$ cat config.mk
export PLATFORM = sky130hd
export DESIGN_NAME = bist_response_analyzer
export DESIGN_NICKNAME = d
export VERILOG_FILES = /design/src/rtl/bist_pkg.sv /design/src/rtl/misr_reg.sv /design/src/rtl/bist_response_analyzer.sv
export SDC_FILE = /design/constraint.sdc
export NUM_CORES = 1
export LEC_CHECK = 0
export ABC_AREA = 1
export BUFFER_PORTS_ARGS = -buffer_cell sky130_fd_sc_hd__buf_2
export CORE_MARGIN = 1
export CORE_UTILIZATION = 55
export CTS_BUF_LIST = sky130_fd_sc_hd__clkbuf_16
export DETAILED_ROUTE_END_ITERATION = 8
export HOLD_SLACK_MARGIN = 0.03
export PLACE_DENSITY_LB_ADDON = 0.2
export SLEW_MARGIN = 20
export SYNTH_ARGS = -nofsm -noshare
export SYNTH_HDL_FRONTEND = slang
export SYNTH_HIERARCHICAL = 1
export SYNTH_SLANG_ARGS = --single-unit
export TNS_END_PERCENT = 100
$ cat constraint.sdc
create_clock -name clk -period 3.1 [get_ports clk]
set_clock_uncertainty 0.05 [all_clocks]
set_input_delay 0.62 -clock clk [delete_from_list [all_inputs] [get_ports clk]]
set_output_delay 0.62 -clock clk [all_outputs]
set_load 0.005 [all_outputs]
$ cat src/rtl/bist_pkg.sv
// Shared BIST definitions: FSM encoding, default constants and the MISR/LFSR step function.
package bist_pkg;

  localparam logic [1:0] IDLE    = 2'd0;
  localparam logic [1:0] COMPACT = 2'd1;
  localparam logic [1:0] CHECK   = 2'd2;
  localparam logic [1:0] REPORT  = 2'd3;

  typedef enum logic [1:0] {
    StIdle    = IDLE,
    StCompact = COMPACT,
    StCheck   = CHECK,
    StReport  = REPORT
  } state_e;

  localparam logic [15:0] DefaultPoly = 16'h1021;
  localparam logic [15:0] DefaultSeed = 16'hFFFF;

  // Widest register the step function supports; callers zero-extend and truncate.
  localparam int unsigned MaxW = 64;

  function automatic logic [MaxW-1:0] misr_step(input logic [MaxW-1:0] cur,
                                                input logic [MaxW-1:0] poly,
                                                input logic [MaxW-1:0] data,
                                                input int unsigned     w);
    logic [MaxW-1:0] mask;
    logic            msb;
    logic [MaxW-1:0] nxt;
    mask = (64'd1 << w) - 64'd1;
    msb  = |(cur & (64'd1 << (w - 1)));
    nxt  = (cur << 1) ^ (msb ? poly : '0) ^ data;
    return nxt & mask;
  endfunction

endpackage

$ cat src/rtl/misr_reg.sv
// Multiple-input signature register; load has priority over a compaction step.
module misr_reg
  import bist_pkg::*;
#(
  parameter int unsigned  W        = 16,
  parameter logic [W-1:0] POLY     = W'(DefaultPoly),
  parameter logic [W-1:0] SEED_VAL = W'(DefaultSeed)
) (
  input  logic         clk,
  input  logic         load,
  input  logic         enable,
  input  logic [W-1:0] data,
  output logic [W-1:0] value
);

  logic [MaxW-1:0] nxt;
  logic            unused_nxt_hi;

  assign nxt           = misr_step(MaxW'(value), MaxW'(POLY), MaxW'(data), W);
  assign unused_nxt_hi = |(nxt >> W);

  always_ff @(posedge clk) begin
    if (load) begin
      value <= SEED_VAL;
    end else if (enable) begin
      value <= nxt[W-1:0];
    end
  end

endmodule

$ cat src/rtl/bist_response_analyzer.sv
// BIST response analyzer: compacts CUT responses into a MISR, then compares signature
// and word count against golden values and holds the verdict while bist_end is high.
module bist_response_analyzer
  import bist_pkg::*;
#(
  parameter int unsigned  W         = 16,
  parameter logic [W-1:0] POLY      = W'(DefaultPoly),
  parameter logic [W-1:0] SEED_VAL  = W'(DefaultSeed),
  parameter logic [W-1:0] GOLDEN    = '0,
  parameter logic [7:0]   EXP_COUNT = 8'd90
) (
  input  logic         clk,
  input  logic         reset,
  input  logic         running,
  input  logic         seed,
  input  logic         finish,
  input  logic         bist_end,
  input  logic [W-1:0] cut_out,
  output logic [W-1:0] signature,
  output logic [7:0]   pat_count,
  output logic         done,
  output logic         pass,
  output logic         fail
);

  state_e     state_q, state_d;
  logic [7:0] count_q;
  logic       match_q;
  logic       collecting;
  logic       reload;
  logic       step;

  assign collecting = (state_q == StIdle) || (state_q == StCompact);
  // Seed wins over a same-cycle running strobe; leaving REPORT also rearms the MISR.
  assign reload     = (collecting && seed) || ((state_q == StReport) && !bist_end);
  assign step       = collecting && running && !seed;

  misr_reg #(
    .W       (W),
    .POLY    (POLY),
    .SEED_VAL(SEED_VAL)
  ) u_misr (
    .clk   (clk),
    .load  (reset || reload),
    .enable(step),
    .data  (cut_out),
    .value (signature)
  );

  always_comb begin
    state_d = state_q;
    unique case (state_q)
      StIdle: begin
        if (finish) state_d = StCheck;
        else if (step) state_d = StCompact;
      end
      StCompact: begin
        if (finish) state_d = StCheck;
      end
      StCheck:  state_d = StReport;
      StReport: begin
        if (!bist_end) state_d = StIdle;
      end
      default:  state_d = StIdle;
    endcase
  end

  always_ff @(posedge clk) begin
    if (reset) begin
      state_q <= StIdle;
      count_q <= '0;
      match_q <= 1'b0;
    end else begin
      state_q <= state_d;
      if (reload) begin
        count_q <= '0;
      end else if (step && (count_q != 8'hFF)) begin
        count_q <= count_q + 8'd1;
      end
      if (state_q == StCheck) begin
        match_q <= (signature == GOLDEN) && (count_q == EXP_COUNT);
      end else if (reload) begin
        match_q <= 1'b0;
      end
    end
  end

  assign pat_count = count_q;
  assign done      = (state_q == StReport);
  assign pass      = done && match_q;
  assign fail      = done && !match_q;

endmodule

* After elaboration in Yosys (flattened, before gate mapping)
Index checks and enable logic that the tools add are counted.
Word-level totals: bits in registers 27, input port bits 22, output and inout bits 27, logic and storage cells 42
Operators by class: bitwise logic cells 2, add/sub/neg operators 1, equal/unequal tests 8, mux-type cells 8, reduce and logical (&&, ||, !) cells 19
Operators by type and width (number):
- $xor 16x16->16 | 2
- $logic_not 16->1 | 1
- $mux 13 | 1
- $add 8x1->8 const B | 1
- $eq 8x7->1 const B | 1
- $logic_and 1x1->1 | 8
- $mux 2 | 4
- $ne 8x8->1 const B | 1
- $pmux 2 s4 | 1
- $eq 2x2->1 const B | 2
- $ne 2x2->1 const B | 2
- $logic_not 1->1 | 3
- $logic_or 1x1->1 | 3
- $ne 3x3->1 const B | 1
- $reduce_and 3->1 | 1
- $eq 2x1->1 const B | 1
- $logic_not 2->1 | 1
- $mux 1 | 2
- $reduce_bool 2->1 | 1
- $reduce_or 2->1 | 1

* Longest topological paths before layout
depth after elaboration 7, mapped depth 10, gate-level depth less buffers 9

* Modules after synthesis
Netlist, hierarchy kept.
By module, submodules not included:
- bist_response_analyzer | sequential area each 220.2 sq um, cells an instance 137, area an instance 825.8 sq um, instances 1
- misr_reg | sequential area each 320.3 sq um, cells an instance 101, area an instance 775.7 sq um, instances 1

* Worst setup path after synthesis
No wires, ideal clock.
kind register to register, from register state_q[0], to register u_misr.value[10], library setup time 0.116 ns, cell stages (with the launch flop) 11, arrival time 1.496 ns, setup slack 1.437 ns, required time 2.934 ns, path buffers 2, cells stage by stage dfxtp_1 > inv_1 > ha_1 > nor2_2 > nor2_1 > nor2_2 > nand2_2 > clkbuf_2 > buf_4 > a21oi_1 > nand2_1
On the way: word-level cells in the longest chain between the ends 5, elaborated cells on any way between the ends 10, classes of those cells eq/ne: 2; reduce/logical: 8
RTL lines:
- start: declaration | line bist_response_analyzer.sv:26 | state_e state_q, state_d;
- start signal: assignment | line bist_response_analyzer.sv:70 | state_q <= StIdle;
- start signal: assignment | line bist_response_analyzer.sv:74 | state_q <= state_d;
- $eq 2x1->1 or $logic_not 2->1 (tied branches) | line bist_response_analyzer.sv:33 | assign collecting = (state_q == StIdle) || (state_q == StCompact);
- $logic_or 1x1->1 | line bist_response_analyzer.sv:33
- $logic_and 1x1->1 | line bist_response_analyzer.sv:35 | assign reload = (collecting && seed) || ((state_q == StReport) && !bist_end);
- $logic_or 1x1->1 | line bist_response_analyzer.sv:35
- $logic_or 1x1->1 | line bist_response_analyzer.sv:44 | .load (reset || reload),
- end signal: assignment | line misr_reg.sv:26 | value <= nxt[W-1:0];
- end: declaration | line misr_reg.sv:13 | output logic [W-1:0] value
Parallel ways exist; a longest one is shown, timed or not. A chain may end at the register's enable or synchronous reset.

* Worst setup path after layout
from register state_q[0], to register u_misr.value[0]
The elaborated chain is that of the path after synthesis.

==> reports/qor.csv <==
stage,metric,value,unit
run_status,status,"complete, no violations",
yosys,synth_cell_types,22,
global_route,grt_usage,0.229,
setup_path,cp.required,3.25,ns
floorplan,coreArea,2760,um2
clock_tree,worstSkewPairLatency,0.26,ns
cells_and_area,utilization,0.689,
clock_tree,ctsHoldBuffers,0,
cells_and_area,fin_cells,314,
cells_and_area,drive_gt1_frac,0.269,
global_route,grt_pass1_vias,1422,
timing,rsz0062_at_grt,no,
place,dpl.hpwl,2460,um
timing,setup_viol,0,
floorplan,start_util,0.581,
setup_path,start_kind,register,
clock_tree,cts_root_buf,clkbuf_16,
setup_path,cpMaxStageDelayCell,dfxtp_1,
routing,drt_first_iter_violations,60,
setup_path,cp_data_arrival_time,2.00,ns
routing,ant_nets,0,
floorplan,io-pin-count,49,
setup_path,rrSetupSlack,1.25,ns
timing,fmax,539,MHz
floorplan,num_rows,19,
worst_hold_path,min_path_cells,2,
global_route,antenna_found_initial,0,
job,drv_cap,0,
timing,whs,0.459,ns
power_and_ir_drop,ir_worst_vdd,0.000564,V
setup_path,reg2regPathDepth,8,
cells_and_area,fillers,275,
timing,worst_pin_slew,0.601,ns
place,io_buffers,48,
cells_and_area,area_growth,18.7,%
timing,finalHoldViolations,0,
clock_tree,clk_path_buf_depth,2,
clock_tree,cts_buffers,3,
yosys,yosysWarnings,6,
floorplan,die_y,56.0,um
clock_tree,htreeDepth,1,
timing,min_period,1.85,ns
routing,via_count,1609,
routing,drtPass1Iterations,4,
yosys,synth.top_cell.area_share,0.338,
setup_path,cp_cell_sequence,inv_1 -> ha_1 -> nor2_2 -> nor2_4 -> inv_2 -> a21oi_2 -> o21ai_1 -> nand2_1,
floorplan,die-width,56.0,um
yosys,ys_seq_area_frac,0.338,
place,dp.cells,310,
global_route,grt_pass1_wl,5890,um
yosys,syn_nets,266,
clock_tree,clkSlewWorstSetupHoldPaths,0.07,ns
clock_tree,clkSinkCount,27,
floorplan,dieArea,3130,um2
timing,fin_ws,1.25,ns
yosys,syn_area,1600,um2
yosys,synth.avg_cell_area,6.73,um2
global_route,overflow,0,
routing,wl,3320,um
setup_path,crit_path_max_incr_delay,0.34,ns
yosys,synth.top_cells.by_area,"dfxtp_1 34%, nand2_1 13%, a21oi_2 7.7%",
global_route,grt_max_degree,31,
timing,relSlewSlack,0.599,
clock_tree,cts_resized,0,
cells_and_area,diodes,0,
timing,timing.final.crit_share,0.598,
worst_hold_path,worstHoldPathType,register to register,
setup_path,end_kind,register,
power_and_ir_drop,power_density,610,nW/um2
yosys,yosys.area.top_type,dfxtp_1,
timing,tns,0,ns
cells_and_area,nets,312,
clock_tree,cts_tree,built,
clock_tree,cts_setup_buffers,0,
power_and_ir_drop,leakagePower,0.831,nW
yosys,synth-seq-cells,27,
setup_path,crit_fanout,30,
place,place.gp.congestion,0.836,
timing,maxSlewViolCount,0,
place,detailedPlace.worstSlack,1.10,ns
yosys,postSynthCellCount,238,
routing,remaining_drc_errors,0,
routing,vias_per_cell,5.12,
setup_path,crit_type,register to register,
routing,wl_per_cell,10.6,um
[layout make-up]
| cell class | instances | area, um2 | area share |
|---|---|---|---|
| inverter | 26 | 97.6 | 0.0513 |
| clock buffer | 3 | 75.1 | 0.0395 |
| tap | 31 | 38.8 | 0.0204 |
| timing repair buffer | 48 | 240 | 0.126 |
| clock inverter | 1 | 3.75 | 0.00197 |
| multi-input combinational | 178 | 905 | 0.476 |
| sequential | 27 | 541 | 0.284 |
[report_power, final]
group	switching [mW]	internal, mW
Combinational	0.245	0.156
Sequential	0.0715	0.401
Clock	0.115	0.173
[per-stage QoR]
step / power [mW] / cell area (um2)
global route: 1.25 / 1900
CTS: 1.17 / 1900
detailed placement: 0.879 / 1820
global placement: 0.868 / 1820
finish: 1.16 / 1900
floorplan: 0.779 / 1600
[cells by family (layout without fill, tap and decap cells)]
family	after synthesis	count (layout)	synth area share
adders and majority gates	6	6	0.0469
DFF	27	27	0.338
buffers and inverters	33	78	0.0977
and+or+nand+nor	118	118	0.314
AOI/OAI and AO/OA	54	54	0.204
[path summary, 6_finish.rpt]
check                  start               to
setup / recovery  state_q[0]  u_misr/value[0]
hold / removal    state_q[1]       state_q[1]
setup reg to reg  state_q[0]  u_misr/value[0]
hold reg to reg   state_q[1]       state_q[1]
[per-layer routing]
layer	global-route usage	up-vias	routed length, um
met5	0	-	0
met3	0.0279	2	127
li1	-	863	-
met4	0.0871	0	29
met1	0.310	711	1680
met2	0.374	33	1480
[cell usage in the layout (no fill, tap or decap), drive strengths merged]
master / Yosys / routed
dfxtp: 27 / 27
o21bai: 1 / 1
inv: 26 / 27
nor2: 38 / 38
a21oi: 37 / 37
nand3: 17 / 17
nor3: 1 / 1
ha: 6 / 6
nand4: 4 / 4
clkbuf: 1 / 3
o21ai: 15 / 15
nand2: 58 / 58
a31oi: 1 / 1
buf: 6 / 48
[critical path: cells and delay by family, from the launching register on]
kind	cells	cell delay [ns]
compound gates	2	0.27
fa+ha+maj	1	0.22
buf+inv	2	0.43
flops	1	0.34
simple gates	3	0.47
[synth_stat cells]
master    number
nor2_2         6
nand2_1       56
a21oi_2       14
a21oi_1       23
ha_1           6
buf_4          2
buf_2          1
nand4_1        4
nand3_1       17
nor2_1        31
nor3_1         1
dfxtp_1       27
a31oi_1        1
clkbuf_2       1
inv_2          2
inv_1         24
nand2_2        2
o21bai_1       1
buf_6          3
nor2_4         1
o21ai_1       14
o21ai_0        1
[sequential cells by signal (all words and copies together) (netlist names)]
signal	flops
u_misr/value	16
match_q	1
pat_count	8
state_q	2
Note: power is estimated with default switching activity, not from simulation.
